## config.mk

```make
export PLATFORM = sky130hd
export DESIGN_NAME = uart_tx_top
export DESIGN_NICKNAME = d
export VERILOG_FILES = /design/src/rtl/uart_tx_pkg.sv /design/src/rtl/uart_tx_fsm.sv /design/src/rtl/uart_tx_top.sv
export SDC_FILE = /design/constraint.sdc
export NUM_CORES = 1
export LEC_CHECK = 0
export CAP_MARGIN = 5
export CORE_UTILIZATION = 48
export DETAILED_ROUTE_END_ITERATION = 8
export GPL_TIMING_DRIVEN = 0
export HOLD_SLACK_MARGIN = 0.12
export PLACE_DENSITY_LB_ADDON = 0.08
export SLEW_MARGIN = 30
export SYNTH_ARGS = -nofsm -noshare
export SYNTH_HDL_FRONTEND = slang
export SYNTH_HIERARCHICAL = 1
export SYNTH_SLANG_ARGS = --single-unit
```

## constraint.sdc

```tcl
create_clock -name CLK -period 5.42 [get_ports CLK]
set_input_delay 0.813 -clock CLK [delete_from_list [all_inputs] [get_ports CLK]]
set_output_delay 0.813 -clock CLK [all_outputs]
set_load 0.02 [all_outputs]
```

## src/rtl/uart_tx_pkg.sv

```systemverilog
// Shared types and constants for the UART transmitter: frame levels, data width
// and the frame-sequencing state encoding.
package uart_tx_pkg;

    localparam int DATA_W = 8;
    localparam int CNT_W  = $clog2(DATA_W);

    localparam logic START_BIT  = 1'b0;
    localparam logic STOP_BIT   = 1'b1;
    localparam logic IDLE_LEVEL = 1'b1;

    typedef enum logic [2:0] {
        IDLE,
        START,
        DATA,
        PARITY,
        STOP
    } state_t;

    // Even parity is the XOR of the byte; odd parity is its inverse.
    function automatic logic parity_bit(input logic [DATA_W-1:0] data, input logic odd);
        return (^data) ^ odd;
    endfunction

endpackage

```

## src/rtl/uart_tx_fsm.sv

```systemverilog
// Frame sequencer: state register, data-bit counter, next-state logic and BUSY.
// Next state and next count are exported so the top can register TX_OUT in step.
module uart_tx_fsm
    import uart_tx_pkg::*;
(
    input  logic             clk,
    input  logic             rst,
    input  logic             data_valid,
    input  logic             par_en,
    output state_t           state_nxt,
    output logic [CNT_W-1:0] cnt_nxt,
    output logic             accept,
    output logic             busy
);

    state_t           state;
    logic [CNT_W-1:0] cnt;

    // Requests are taken only when idle or on the stop bit (back-to-back frames).
    assign accept = data_valid && (state == IDLE || state == STOP);

    always_comb begin
        state_nxt = state;
        cnt_nxt   = '0;
        case (state)
            IDLE:   if (accept) state_nxt = START;
            START:  state_nxt = DATA;
            DATA: begin
                cnt_nxt = cnt + 1'b1;
                if (cnt == CNT_W'(DATA_W - 1))
                    state_nxt = par_en ? PARITY : STOP;
            end
            PARITY: state_nxt = STOP;
            STOP:   state_nxt = accept ? START : IDLE;
            default: state_nxt = IDLE;
        endcase
    end

    always_ff @(posedge clk) begin
        if (rst) begin
            state <= IDLE;
            cnt   <= '0;
            busy  <= 1'b0;
        end else begin
            state <= state_nxt;
            cnt   <= cnt_nxt;
            busy  <= (state_nxt != IDLE);
        end
    end

endmodule

```

## src/rtl/uart_tx_top.sv

```systemverilog
// UART transmitter, one bit per clock: start, 8 data bits LSB first, optional
// even/odd parity, one stop bit. Holds the request latch and the registered line driver.
module uart_tx_top
    import uart_tx_pkg::*;
(
    input  logic              CLK,
    input  logic              RST,
    input  logic [DATA_W-1:0] PAR_DATA,
    input  logic              DATA_VALID,
    input  logic              PAR_EN,
    input  logic              PAR_TYP,
    output logic              TX_OUT,
    output logic              BUSY
);

    state_t             state_nxt;
    logic [CNT_W-1:0]   cnt_nxt;
    logic               accept;
    logic [DATA_W-1:0]  data_lat;
    logic               par_en_lat;
    logic               par_typ_lat;
    logic               tx_nxt;

    uart_tx_fsm u_fsm (
        .clk        (CLK),
        .rst        (RST),
        .data_valid (DATA_VALID),
        .par_en     (par_en_lat),
        .state_nxt  (state_nxt),
        .cnt_nxt    (cnt_nxt),
        .accept     (accept),
        .busy       (BUSY)
    );

    always_ff @(posedge CLK) begin
        if (RST) begin
            data_lat    <= '0;
            par_en_lat  <= 1'b0;
            par_typ_lat <= 1'b0;
        end else if (accept) begin
            data_lat    <= PAR_DATA;
            par_en_lat  <= PAR_EN;
            par_typ_lat <= PAR_TYP;
        end
    end

    // Line level is chosen for the state being entered, so TX_OUT is a plain register.
    always_comb begin
        tx_nxt = IDLE_LEVEL;
        case (state_nxt)
            START:  tx_nxt = START_BIT;
            DATA:   tx_nxt = data_lat[cnt_nxt];
            PARITY: tx_nxt = parity_bit(data_lat, par_typ_lat);
            STOP:   tx_nxt = STOP_BIT;
            default: tx_nxt = IDLE_LEVEL;
        endcase
    end

    always_ff @(posedge CLK) begin
        if (RST) TX_OUT <= IDLE_LEVEL;
        else     TX_OUT <= tx_nxt;
    end

endmodule

```

== Yosys cells after proc, flatten, opt, wreduce, memory -nomap -nowiden ==
Cells that the tools add are included.
W data, S select, Z words.
Cells by class
  add/sub/neg operators: 1
  $mul: 0
  divide/modulo/power cells: 0
  $lt $le $gt $ge: 1
  eq/ne operators: 8
  shifts and indexed selects: 0
  mux-type cells: 9
  bitwise logic cells: 1
  reductions and logical operators: 5
Operators by type and width (count)
  $pmux W3 S5: 1
  $eq A3 B2 Y1 const B: 4
  $mux W3: 4
  $reduce_xor A8 Y1: 1
  $eq A3 B1 Y1 const B: 2
  $eq A3 B3 Y1 const B: 2
  $lt A3 B4 Y1 const B: 1
  $add A3 B1 Y3 const B: 1
  $bmux W1 S3: 1
  $logic_not A3 Y1: 1
  $pmux W1 S3: 1
  $reduce_bool A3 Y1: 1
  $mux W1: 2
  $logic_and A1 B1 Y1: 1
  $logic_or A1 B1 Y1: 1
  $xor A1 B1 Y1: 1
Storage, ports and cells
  register bits: 18
  latch bits: 0
  RAM bits: 0
  ROM bits: 0
  input port bits: 13
  output and inout bits: 2
  memories kept: 0

== Longest topological paths before layout ==
  word-level depth: 7
  depth in mapped cells: 8
  mapped depth without buffers: 8

== Cells and area by module ==
Netlist, hierarchy kept.
By module, submodules not included
  uart_tx_top: times used 1, cells an instance 46, area an instance 521.8 µm², seq. area each 220.2 µm²
  uart_tx_fsm: times used 1, cells an instance 38, area an instance 337.8 µm², seq. area each 140.1 µm²

== Least setup slack after synthesis ==
No wires, ideal clock.
  path type: register to register
  start point: register u_fsm.cnt[0]
  end point: register TX_OUT
  arrival time: 1.811 ns
  required time: 5.298 ns
  setup slack: 3.487 ns
  cell stages (with the launch flop): 8
  buffers on the path: 0
  period minus slack after synthesis: 1.933 ns
  path through: dfxtp_1 > ha_1 > nand2b_1 > nor2_1 > mux4_1 > mux2i_1 > a21oi_1 > a311o_1
Between the ends
  longest elaborated chain between the ends: 5
  elaborated cells on any way between the ends: 11
RTL lines
  start: declaration: RTL line uart_tx_fsm.sv:17  | logic [CNT_W-1:0] cnt;
  start signal: assignment: RTL line uart_tx_fsm.sv:46  | cnt <= cnt_nxt;
  $add A3 B1 Y3: RTL line uart_tx_fsm.sv:29  | cnt_nxt = cnt + 1'b1;
  $mux W3: RTL line uart_tx_fsm.sv:25  | case (state)
  net cnt_nxt[1]: RTL line uart_tx_top.sv:17  | logic [CNT_W-1:0] cnt_nxt;
  $bmux W1 S3: RTL line uart_tx_top.sv:52  | DATA: tx_nxt = data_lat[cnt_nxt];
  $mux W1 (implied by the code): RTL line uart_tx_top.sv:52
  $pmux W1 S3: RTL line uart_tx_top.sv:50  | case (state_nxt)
  end signal: assignment: RTL line uart_tx_top.sv:61  | else TX_OUT <= tx_nxt;
  end: declaration: RTL line uart_tx_top.sv:12  | output logic TX_OUT,
The timed path passes the listed nets, and every way through them passes these cells. The select of a mux whose other input is x is not followed.
A chain may end at the register's enable or synchronous reset.

== Worst setup path in the final report ==
  start point: register u_fsm.state[0]
  end point: register TX_OUT
Between the ends
  elaborated cells on any way between the ends: 18
RTL lines
  start: declaration: RTL line uart_tx_fsm.sv:16  | state_t state;
  start signal: assignment: RTL line uart_tx_fsm.sv:45  | state <= state_nxt;
  $eq A3 B2 Y1: RTL line uart_tx_fsm.sv:25
  $mux W3: RTL line uart_tx_fsm.sv:25
  net cnt_nxt[1]: RTL line uart_tx_top.sv:17
  $bmux W1 S3: RTL line uart_tx_top.sv:52
  $mux W1 (implied by the code): RTL line uart_tx_top.sv:52
  $pmux W1 S3: RTL line uart_tx_top.sv:50
The timed path passes the listed nets, and every way through them passes these cells. The select of a mux whose other input is x is not followed.

==> results.toml <==
[global_route]
overflow = 0
grt_usage_pct = 17.0
antenna_found_initial = 0
grt_pass1_wl_mm = 2.46
grt_pass1_vias = 610
grt_max_degree = 11

[placed_design]
io_buffers = 14
place_congestion = 0.716
placed_area_sq_um = 1030
post-dp-hpwl_mm = 1.04
pre_cts_slack_ns = 3.16

[cts]
clkTransAtPathRegs_ns = 0.10
clock_latency_ns = 0.28
cts_tree = "done"
cts-root-buf = "clkbuf_4"
clock_sinks = 18
holdBufCountCts = 0
cts_made_buffers = 3
post-cts-setup-buffers = 0
ctsHtreeMaxLevel = 1
cts_buffer_depth = 2
cts_resized = 0

[setup_path]
worst-path-buf-inv = 1
critical_path_class = "flip-flop to flip-flop"
worst-endpoint-arrival_ns = 2.26
end_kind = "flip-flop"
reg2reg_from = "u_fsm/state[0]$_SDFF_PP0_"
cpPeakStageDelay_ns = 0.59
r2r_slack_ns = 3.34
crit_fanout = 10
slowest_stage = "mux4_1"
critical_path.cell_chain = "buf_2, nand2b_1, nor2_1, mux4_1, mux2i_1, a21oi_1, a311o_1"
crit_family = "multiplexers"
crit_start = "u_fsm/state[0]$_SDFF_PP0_"
critPathRequiredTime_ns = 5.60
cp-start-kind = "flip-flop"

[detailed_routing]
met3_length_microns = 55
wl_met2_microns = 735
num_vias = 642
wl_met1_microns = 637
drt_wl_total_mm = 1.44
routed.top_layer = "met4"
via_per_inst = 5.10
first_iter_violations = 5
drc_errors = 0
ant_nets = 0
post_drt_wl_per_cell_microns = 11.4
dr.pass1.iters = 4

[final_layout]
final_util_pct = 66.9
antenna_cells = 0
final_cell_mix = "dfxtp_1, nor2_1, clkdlybuf4s50_1"
fin_area_sq_um = 1070
syn_to_final_growth_pct = 24.0
layout_commonest_cell = "dfxtp_1"
drive_gt1_share_pct = 10.8
nNetsFinal = 118

[run]
cap_violations = 0

[floorplanning]
pin_count = 15
dieWidth_microns = 44.3
std_cell_rows = 14
dieHeight_microns = 44.3
core_sq_um = 1590
dieArea_sq_um = 1960
initial_core_util_pct = 53.9

[sta]
skew_ns = 0.00217
timing.final.hold_violations = 0
whs_ns = 0.467
final-setup-viol-count = 0
worst_slack_ns = 3.34
max_freq_mhz = 481
fin_setup_tns_ns = 0
rsz0062_at_grt = "no"
tightest_slew_ns = 0.438
finalCritPeriodShare_pct = 38.3
layout_min_cycle_time_ns = 2.08
max_slew_margin_pct = 70.8
slew_violations = 0

[worst_hold_path]
min_from = "u_fsm/cnt[0]$_SDFF_PP0_"
hold_path_class = "flip-flop to flip-flop"

[synth]
syn_inst = 84
yosysUniqueCellTypes = 27
synthesis.nets = 99
synth_area_sq_um = 860
synth-seq-cells = 18
yosysSeqAreaShare_pct = 41.9
avgSynthCellArea_sq_um = 10.2
ys_warn_count = 6

[pwr]
power_frac_comb_pct = 21.3
switching_power_mw = 0.0713
ir_worst_vdd_mv = 0.172
internal-power_mw = 0.218
seqPwrFrac_pct = 50.8
p_leak_nw = 0.428
switching_share_pct = 24.7
power_density_nw_per_um2 = 271
p_clk_share_pct = 27.9

[run_status]
status = "complete, no violations"
==> Yosys cell counts (all sizes together) <==
library cell,instances,area [sq um]
a21oi,2,10.0
a2bb2oi,1,15.0
a311o,1,10.0
and2b,1,7.51
buf,3,21.3
clkbuf,1,3.75
dfxtp,18,360
ha,2,25.0
inv,1,3.75
mux2i,11,110
mux4,2,48.8
nand2,1,3.75
nand2b,4,25.0
nor2,16,60.1
nor2b,2,12.5
nor3,6,35.0
nor3b,1,7.51
nor4,1,6.26
o21ai,1,5.00
o31ai,1,7.51
or2,1,6.26
xnor2,5,43.8
xnor3,1,22.5
xor2,1,8.76
==> registers in the layout, summed over array words and instances, names as in the netlist <==
name / count
par_en_lat: 1
u_fsm/state: 3
par_typ_lat: 1
u_fsm/busy: 1
data_lat: 8
TX_OUT: 1
u_fsm/cnt: 3
==> final cells by class <==
class | instances | area, sq um
tap | 24 | 30.0
sequential | 18 | 360
fill | 141 | 528
buffer | 4 | 25.0
timing repair buffer | 14 | 140
inverter | 1 | 3.75
clock buffer | 4 | 36.3
multi-input combinational | 61 | 470
==> logic make-up after synthesis <==
group | Yosys count | share of synthesized area [%]
AO/OA/AOI/OAI | 6 | 5.53
buffers and inverters | 5 | 3.35
adder cells (fa/ha/maj) | 2 | 2.91
AND/OR/NAND/NOR | 33 | 19.1
XOR/XNOR | 7 | 8.73
flip-flops | 18 | 41.9
multiplexers | 13 | 18.5
==> power by group through the flow <==
stage	logic (mW)	clock network [mW]	registers, mW
finish	0.0615	0.0806	0.147
global route	0.0678	0.0865	0.148
CTS	0.0620	0.0841	0.147
detailed placement	0.0618	0	0.150
global placement	0.0608	0	0.150
floorplan	0.0415	0	0.150
==> through the flow <==
step,cells,total power [mW]
floorplan,84,0.192
detailed placement,122,0.212
CTS,126,0.293
global route,126,0.303
finish,126,0.289
global placement,122,0.211
==> routing by layer <==
metal / GRT usage [%] / up-vias
met1: 18.5 / 298
met4: 7.27 / 0
met3: 2.45 / 2
met2: 32.4 / 13
met5: 0 / -
li1: - / 329
==> final timing paths <==
check / depth (start not counted) / to
setup / recovery: 7 / TX_OUT$_SDFF_PP1_
hold / removal: 1 / u_fsm/cnt[0]$_SDFF_PP0_
hold reg to reg: 1 / u_fsm/cnt[0]$_SDFF_PP0_
setup reg to reg: 7 / TX_OUT$_SDFF_PP1_
No activity file was read; power rests on OpenSTA's default activity.
